$ cat src/rtl/stdp_if.sv
// stdp_if: bundles the spike, control and weight signals between a
// driver (master) and the stdp_ctrl learning controller (slave).
//   pre_spike, post_spike   : one-cycle spike pulses into the controller
//   learn_en                : enable STDP updates
//   weight_load, weight_in  : synchronous weight overwrite
//   weight, syn_current     : synaptic weight and gated post current
//   update_w_flag, time_diff: update pulse and dt of the last update
//   busy                    : pairing FSM is waiting for a partner spike
interface stdp_if #(
  parameter int W_WIDTH = 8,
  parameter int T_WIDTH = 3
);
  logic               pre_spike;
  logic               post_spike;
  logic               learn_en;
  logic               weight_load;
  logic [W_WIDTH-1:0] weight_in;
  logic [W_WIDTH-1:0] weight;
  logic [W_WIDTH-1:0] syn_current;
  logic               update_w_flag;
  logic [T_WIDTH-1:0] time_diff;
  logic               busy;

  modport master (
    output pre_spike, post_spike, learn_en, weight_load, weight_in,
    input  weight, syn_current, update_w_flag, time_diff, busy
  );

  modport slave (
    input  pre_spike, post_spike, learn_en, weight_load, weight_in,
    output weight, syn_current, update_w_flag, time_diff, busy
  );
endinterface

$ cat src/rtl/stdp_ctrl.sv
// stdp_ctrl: STDP learning controller for one pre/post neuron pair.
// A three-state FSM (IDLE, PRE_WAIT, POST_WAIT) with a cycle counter
// measures the interval between a first spike and the opposite spike.
// Pre-then-post potentiates, post-then-pre depresses, by
// A_MAX >> (dt-1), saturating to [0, 2^W_WIDTH-1]. The registered
// syn_current drives the weight onto the post neuron when pre spikes.
// Ports:
//   clk  : clock
//   rst  : synchronous active-high reset
//   bus  : stdp_if slave modport (spikes, control, weight outputs)
// Optional feature, macro STDP_DECAY_EN: a DECAY_PERIOD counter that on
// each wrap nudges an idle weight one step toward W_INIT.
module stdp_ctrl #(
  parameter int W_WIDTH      = 8,
  parameter int W_INIT       = 32,
  parameter int A_MAX        = 16,
  parameter int WINDOW       = 4,
  parameter int T_WIDTH      = 3,
  parameter int DECAY_PERIOD = 64
) (
  input logic   clk,
  input logic   rst,
  stdp_if.slave bus
);

  // Elaboration-time sanity checks on the parameter set.
  if (WINDOW >= (1 << T_WIDTH)) begin : g_bad_window
    $error("T_WIDTH cannot hold WINDOW");
  end
  if (DECAY_PERIOD < 2) begin : g_bad_period
    $error("DECAY_PERIOD must be at least 2");
  end

  typedef enum logic [1:0] {IDLE, PRE_WAIT, POST_WAIT} state_t;

  localparam logic [W_WIDTH-1:0] W_INIT_V   = W_WIDTH'(W_INIT);
  localparam logic [W_WIDTH:0]   A_MAX_V    = (W_WIDTH+1)'(A_MAX);
  localparam logic [T_WIDTH-1:0] WINDOW_V   = T_WIDTH'(WINDOW);
  localparam logic [T_WIDTH-1:0] CNT_ONE    = T_WIDTH'(1);

  state_t             state_reg, state_next;
  logic [T_WIDTH-1:0] cnt_reg, cnt_next;
  logic [W_WIDTH-1:0] weight_reg, weight_next;
  logic [W_WIDTH-1:0] syn_reg, syn_next;
  logic               flag_reg, flag_next;
  logic [T_WIDTH-1:0] td_reg, td_next;

  // Delta and saturated results are computed one bit wider so that the
  // carry/borrow bit flags overflow/underflow directly.
  logic [W_WIDTH:0]   delta;
  logic [W_WIDTH:0]   sum_ext;
  logic [W_WIDTH:0]   diff_ext;
  logic [W_WIDTH-1:0] ltp_w;
  logic [W_WIDTH-1:0] ltd_w;

  assign delta    = A_MAX_V >> (cnt_reg - CNT_ONE);
  assign sum_ext  = {1'b0, weight_reg} + delta;
  assign diff_ext = {1'b0, weight_reg} - delta;
  assign ltp_w    = sum_ext[W_WIDTH]  ? '1 : sum_ext[W_WIDTH-1:0];
  assign ltd_w    = diff_ext[W_WIDTH] ? '0 : diff_ext[W_WIDTH-1:0];

`ifdef STDP_DECAY_EN
  localparam int DC_W = $clog2(DECAY_PERIOD);
  localparam logic [DC_W-1:0] DC_LAST = DC_W'(DECAY_PERIOD - 1);

  logic [DC_W-1:0] dcnt_reg;
  logic            decay_wrap;

  assign decay_wrap = (dcnt_reg == DC_LAST);

  always_ff @(posedge clk) begin
    if (rst) begin
      dcnt_reg <= '0;
    end else if (decay_wrap) begin
      dcnt_reg <= '0;
    end else begin
      dcnt_reg <= dcnt_reg + 1'b1;
    end
  end
`endif

  always_comb begin
    state_next  = state_reg;
    cnt_next    = cnt_reg;
    weight_next = weight_reg;
    flag_next   = 1'b0;
    td_next     = td_reg;
    // Gate uses the pre-update weight of this cycle.
    syn_next    = bus.pre_spike ? weight_reg : '0;

    if (bus.weight_load) begin
      weight_next = bus.weight_in;
      state_next  = IDLE;
      cnt_next    = '0;
    end else if (!bus.learn_en) begin
      state_next = IDLE;
      cnt_next   = '0;
    end else begin
      case (state_reg)
        IDLE: begin
          // Coincident spikes carry no timing information and are dropped.
          if (bus.pre_spike && !bus.post_spike) begin
            state_next = PRE_WAIT;
            cnt_next   = CNT_ONE;
          end else if (bus.post_spike && !bus.pre_spike) begin
            state_next = POST_WAIT;
            cnt_next   = CNT_ONE;
          end
        end
        PRE_WAIT: begin
          if (bus.post_spike) begin
            weight_next = ltp_w;
            flag_next   = 1'b1;
            td_next     = cnt_reg;
            state_next  = IDLE;
            cnt_next    = '0;
          end else if (bus.pre_spike) begin
            cnt_next = CNT_ONE;         // nearest-neighbour: newest pre wins
          end else if (cnt_reg == WINDOW_V) begin
            state_next = IDLE;
            cnt_next   = '0;
          end else begin
            cnt_next = cnt_reg + CNT_ONE;
          end
        end
        POST_WAIT: begin
          if (bus.pre_spike) begin
            weight_next = ltd_w;
            flag_next   = 1'b1;
            td_next     = cnt_reg;
            state_next  = IDLE;
            cnt_next    = '0;
          end else if (bus.post_spike) begin
            cnt_next = CNT_ONE;
          end else if (cnt_reg == WINDOW_V) begin
            state_next = IDLE;
            cnt_next   = '0;
          end else begin
            cnt_next = cnt_reg + CNT_ONE;
          end
        end
        default: begin
          state_next = IDLE;
          cnt_next   = '0;
        end
      endcase
    end

`ifdef STDP_DECAY_EN
    // Leak toward the resting weight only when nothing else touches it.
    if (decay_wrap && (state_reg == IDLE) && !bus.weight_load && !flag_next) begin
      if (weight_reg > W_INIT_V) begin
        weight_next = weight_reg - 1'b1;
      end else if (weight_reg < W_INIT_V) begin
        weight_next = weight_reg + 1'b1;
      end
    end
`endif
  end

  always_ff @(posedge clk) begin
    if (rst) begin
      state_reg  <= IDLE;
      cnt_reg    <= '0;
      weight_reg <= W_INIT_V;
      syn_reg    <= '0;
      flag_reg   <= 1'b0;
      td_reg     <= '0;
    end else begin
      state_reg  <= state_next;
      cnt_reg    <= cnt_next;
      weight_reg <= weight_next;
      syn_reg    <= syn_next;
      flag_reg   <= flag_next;
      td_reg     <= td_next;
    end
  end

  assign bus.weight        = weight_reg;
  assign bus.syn_current   = syn_reg;
  assign bus.update_w_flag = flag_reg;
  assign bus.time_diff     = td_reg;
  assign bus.busy          = (state_reg != IDLE);

endmodule

$ cat src/flat_wrapper.sv
// flat-port wrapper written by rule: the top's interface ports become plain ports
module stdp_ctrl_flat 
#(
  parameter int W_WIDTH      = 8,
  parameter int W_INIT       = 32,
  parameter int A_MAX        = 16,
  parameter int WINDOW       = 4,
  parameter int T_WIDTH      = 3,
  parameter int DECAY_PERIOD = 64
)
  (clk, rst, bus_pre_spike, bus_post_spike, bus_learn_en, bus_weight_load, bus_weight_in, bus_weight, bus_syn_current, bus_update_w_flag, bus_time_diff, bus_busy);
  stdp_if #(.W_WIDTH(W_WIDTH), .T_WIDTH(T_WIDTH)) bus_i ();
  input logic clk;
  input logic rst;
  input wire logic [$bits(bus_i.pre_spike)-1:0] bus_pre_spike;
  input wire logic [$bits(bus_i.post_spike)-1:0] bus_post_spike;
  input wire logic [$bits(bus_i.learn_en)-1:0] bus_learn_en;
  input wire logic [$bits(bus_i.weight_load)-1:0] bus_weight_load;
  input wire logic [$bits(bus_i.weight_in)-1:0] bus_weight_in;
  output wire logic [$bits(bus_i.weight)-1:0] bus_weight;
  output wire logic [$bits(bus_i.syn_current)-1:0] bus_syn_current;
  output wire logic [$bits(bus_i.update_w_flag)-1:0] bus_update_w_flag;
  output wire logic [$bits(bus_i.time_diff)-1:0] bus_time_diff;
  output wire logic [$bits(bus_i.busy)-1:0] bus_busy;
  assign bus_i.pre_spike = bus_pre_spike;
  assign bus_i.post_spike = bus_post_spike;
  assign bus_i.learn_en = bus_learn_en;
  assign bus_i.weight_load = bus_weight_load;
  assign bus_i.weight_in = bus_weight_in;
  assign bus_weight = bus_i.weight;
  assign bus_syn_current = bus_i.syn_current;
  assign bus_update_w_flag = bus_i.update_w_flag;
  assign bus_time_diff = bus_i.time_diff;
  assign bus_busy = bus_i.busy;
  stdp_ctrl #(.W_WIDTH(W_WIDTH), .W_INIT(W_INIT), .A_MAX(A_MAX), .WINDOW(WINDOW), .T_WIDTH(T_WIDTH), .DECAY_PERIOD(DECAY_PERIOD)) u_core (.clk(clk), .rst(rst), .bus(bus_i));
endmodule
$ cat config.mk
export PLATFORM = sky130hd
export DESIGN_NAME = stdp_ctrl_flat
export DESIGN_NICKNAME = d
export VERILOG_FILES = /design/src/rtl/stdp_if.sv /design/src/rtl/stdp_ctrl.sv /design/src/flat_wrapper.sv
export SDC_FILE = /design/constraint.sdc
export NUM_CORES = 1
export LEC_CHECK = 0
export ABC_AREA = 1
export BUFFER_PORTS_ARGS = -buffer_cell sky130_fd_sc_hd__buf_2
export CORE_MARGIN = 2
export CORE_UTILIZATION = 56
export CTS_CLUSTER_DIAMETER = 60
export DETAILED_ROUTE_END_ITERATION = 16
export PLACE_DENSITY = 0.85
export SKIP_CTS_REPAIR_TIMING = 1
export SYNTH_ARGS = -nofsm -noshare
export SYNTH_HDL_FRONTEND = slang
export SYNTH_SLANG_ARGS = --single-unit
$ cat constraint.sdc
create_clock -name clk -period 3 [get_ports clk]
set_clock_uncertainty 0.2 [all_clocks]
set_input_delay 0.3 -clock clk [delete_from_list [all_inputs] [get_ports clk]]
set_output_delay 0.3 -clock clk [all_outputs]
set_load 0.02 [all_outputs]
==> summary.txt <==
Timing
  – RSZ-0062 raised after global routing: true
  – Finish-stage setup viols: 0
  – Final Max Slew Viols: 0
  – Final hold violation count: 0
  – Final min period: approximately 2800 ps
  – Final period util: 0.940
  – Hold_ws: approximately 29 ps
  – Worst slew margin: 0.696
  – Tightest Pin Transition: around 450 ps
  – FMAX: 0.355 GHz

Worst hold path
  – Worst Hold End: u_core.bus.weight[6]$_SDFFE_PP0P_
  – Worst Hold Class: in -> reg
  – Hold Crit Start: rst
  – Hold Crit Depth: 2

Place
  – PortBufs: 34
  – Post-DP HPWL: 3940 um
  – Placed Instances: ~380
  – Gpl congestion: between 0.9 and 1

Cells and area
  – Area taken by multi-input logic gates: 1310 um^2
  – Most frequent cells in the layout: 78 x nand2_1, 38 x inv_1, 34 x buf_2
  – Commonest non-fill, non-tap cell in the layout: nand2_1
  – Antenna diodes: 0
  – Final Util: 0.672
  – Number of nets in the layout: 372
  – Final Non-Filler Cells: 380
  – P&R area growth vs syn: 14.7%
  – FF+latch area: about 500 um^2
  – Layout cells sized above 1: 0.177
  – FILL cells: 293

Global routing
  – GRT busiest layer: met2
  – Pin count of the biggest net entering global routing: 15
  – First-pass GRT wire length: 8100 um
  – M2 GR Usage: 0.472
  – Met1 usage: 0.285
  – GRT overflow: 0
  – GR Util met3: 0.0357
  – Initial antenna violation count: 0
  – Vias in the first global route: 1,895
  – GRT Overall Usage: 0.250

Logic synthesis
  – Syn Area/Cell: roughly 6.5 um^2
  – Asr flop ratio synth: 0
  – FF+latch count, synth: 25
  – Post-synth top flop: dfxtp_1
  – Syn Nets: roughly 340
  – Synthesized area: around 2000 um^2
  – Number of synthesized flops with an enable pin: 0
  – Post-Syn Instances: about 300
  – Ys Warns: 0
  – Post-synthesis sequential area ratio: 0.256
  – Distinct cells, synth: 32

Worst setup path
  – Slowest Stage Delay on Critical Path: around 400 ps
  – Startpoint types: flip-flop
  – Worst Path Required: roughly 3000 ps
  – Critical path class: reg -> reg
  – CP Cell Sequence: inv_1, ha_1, xnor2_2, nor2_2, ha_1, fa_1, nand3_1, nand2_1, nand2_1, nand2_1, a21oi_2, nand3_1, nand2_1, a21oi_1
  – Worst r2r src: u_core.cnt_reg[0]$_SDFFE_PP0P_
  – Flop2flop setup slack: roughly 180 ps
  – Crit path DAT: around 2800 ps
  – CP max stage cell: fa_1
  – Element type at the critical path end: flip-flop
  – Worst r2r dst: u_core.bus.weight[7]$_SDFFE_PP0P_
  – R2R cell count: 14
  – Critical path's most frequent cell: nand2_1
  – Peak fanout along the critical path: 5

Floorplan
  – Die ar.: approximately 4000 um^2
  – Rows: 21
  – Core ar.: 3340 um^2
  – Die W: about 63 um
  – I/O Pins: 35
  – Die Y: around 63 um
  – Initial core utilization: 0.585

Power
  – Pwr Density: about 320 nW/um^2
  – Worst VDD drop: approximately 330 uV
  – Pleak: 1.14 nW
  – Tot Pwr: about 0.7 mW

Clock tree
  – Clock Tree Buf Depth: 2
  – CTS buffer count: 3
  – CTS tree: done
  – Clock root cell: clkbuf_4
  – Htree depth: 1
  – Latest clock arrival within the worst-skew pair: about 310 ps
  – TritonCTS Sinks: 25
  – CTS clk-pin slew, worst paths: about 130 ps

Drt
  – DRC errors left: 0
  – Overall routed net length: about 4800 um
  – Vias: 2,033
  – Drt wl/cell: around 13 um
  – DR vias/cell: about 5.4
  – 1st-pass router iterations: 4
  – Detailed Route Iter0 Violations: 158
  – DRT antenna net count: 0

Job
  – Max_cap viols: 0

Status
  – Outcome: finished, final reports clean
-- kinds of logic (layout without fill, tap and decap cells) --
logic type / count (synthesis) / count (layout) / share of synthesized area
fa+ha+maj: 23 / 23 / 0.155
compound gates: 41 / 41 / 0.120
flops: 25 / 25 / 0.256
xor+xnor: 3 / 3 / 0.0135
simple gates: 161 / 161 / 0.359
buf+inv: 46 / 81 / 0.0961
-- layout make-up --
cell class                 instances  area share
sequential                        25       0.224
tap                               46      0.0257
timing repair buffer              37      0.0860
multi-input combinational        228       0.585
clock buffer                       4      0.0117
inverter                          40      0.0670
-- cell usage after synthesis, drive strengths merged (2+ instances only) --
library cell,number,area (um^2)
nand3,32,160
xnor2,3,26.3
nor2,34,135
nand4,6,37.5
dfxtp,25,500
nand2,78,293
ha,21,263
buf,5,33.8
inv,40,150
fa,2,40.0
nor3,5,30.0
o21ai,12,71.3
a21oi,23,119
a211oi,2,15.0
nor4,2,18.8
or2,2,12.5
-- critical path: cells and delay by family (launching register included) --
family	cells	cell delay [ps]
compound gates	2	250
simple gates	7	700
buf+inv	1	60
xor+xnor	1	280
fa+ha+maj	3	840
flops	1	390
-- worst max path at each step --
stage | from | to | slack [ps] | depth (start not counted)
after global placement | u_core.cnt_reg[0]$_SDFFE_PP0P_ | u_core.bus.weight[7]$_SDFFE_PP0P_ | 90 | 17
after detailed placement | u_core.cnt_reg[0]$_SDFFE_PP0P_ | u_core.bus.weight[5]$_SDFFE_PP1P_ | 60 | 17
final | u_core.cnt_reg[0]$_SDFFE_PP0P_ | u_core.bus.weight[7]$_SDFFE_PP0P_ | 180 | 14
after global routing | u_core.cnt_reg[0]$_SDFFE_PP0P_ | u_core.bus.weight[7]$_SDFFE_PP0P_ | -20 | 14
after floorplan | u_core.cnt_reg[0]$_SDFFE_PP0P_ | u_core.bus.weight[7]$_SDFFE_PP0P_ | 350 | 14
after CTS | u_core.cnt_reg[0]$_SDFFE_PP0P_ | u_core.bus.weight[5]$_SDFFE_PP1P_ | 20 | 17
-- layer usage --
layer	wire length [um]	up-vias
li1	-	1037
met1	2030	916
met2	2470	68
met3	221	12
met4	116	0
met5	0	-
-- through the flow --
| step | setup slack, ps | setup TNS, ps | cell area [um^2] |
|---|---|---|---|
| 2_1_floorplan | 352 | 0 | 1950 |
| 3_3_place_gp | 92.8 | 0 | 2170 |
| 3_5_place_dp | 60.4 | 0 | 2170 |
| 4_1_cts | 22.0 | 0 | 2190 |
| 5_1_grt | -23.6 | -23.6 | 2240 |
| 6_report | 179 | 0 | 2240 |
-- power by group --
part | internal, mW | switching (mW)
logic | 0.0762 | 0.131
clock network | 0.0520 | 0.0967
registers | 0.345 | 0.0187
(Power assumes the default switching activity.)
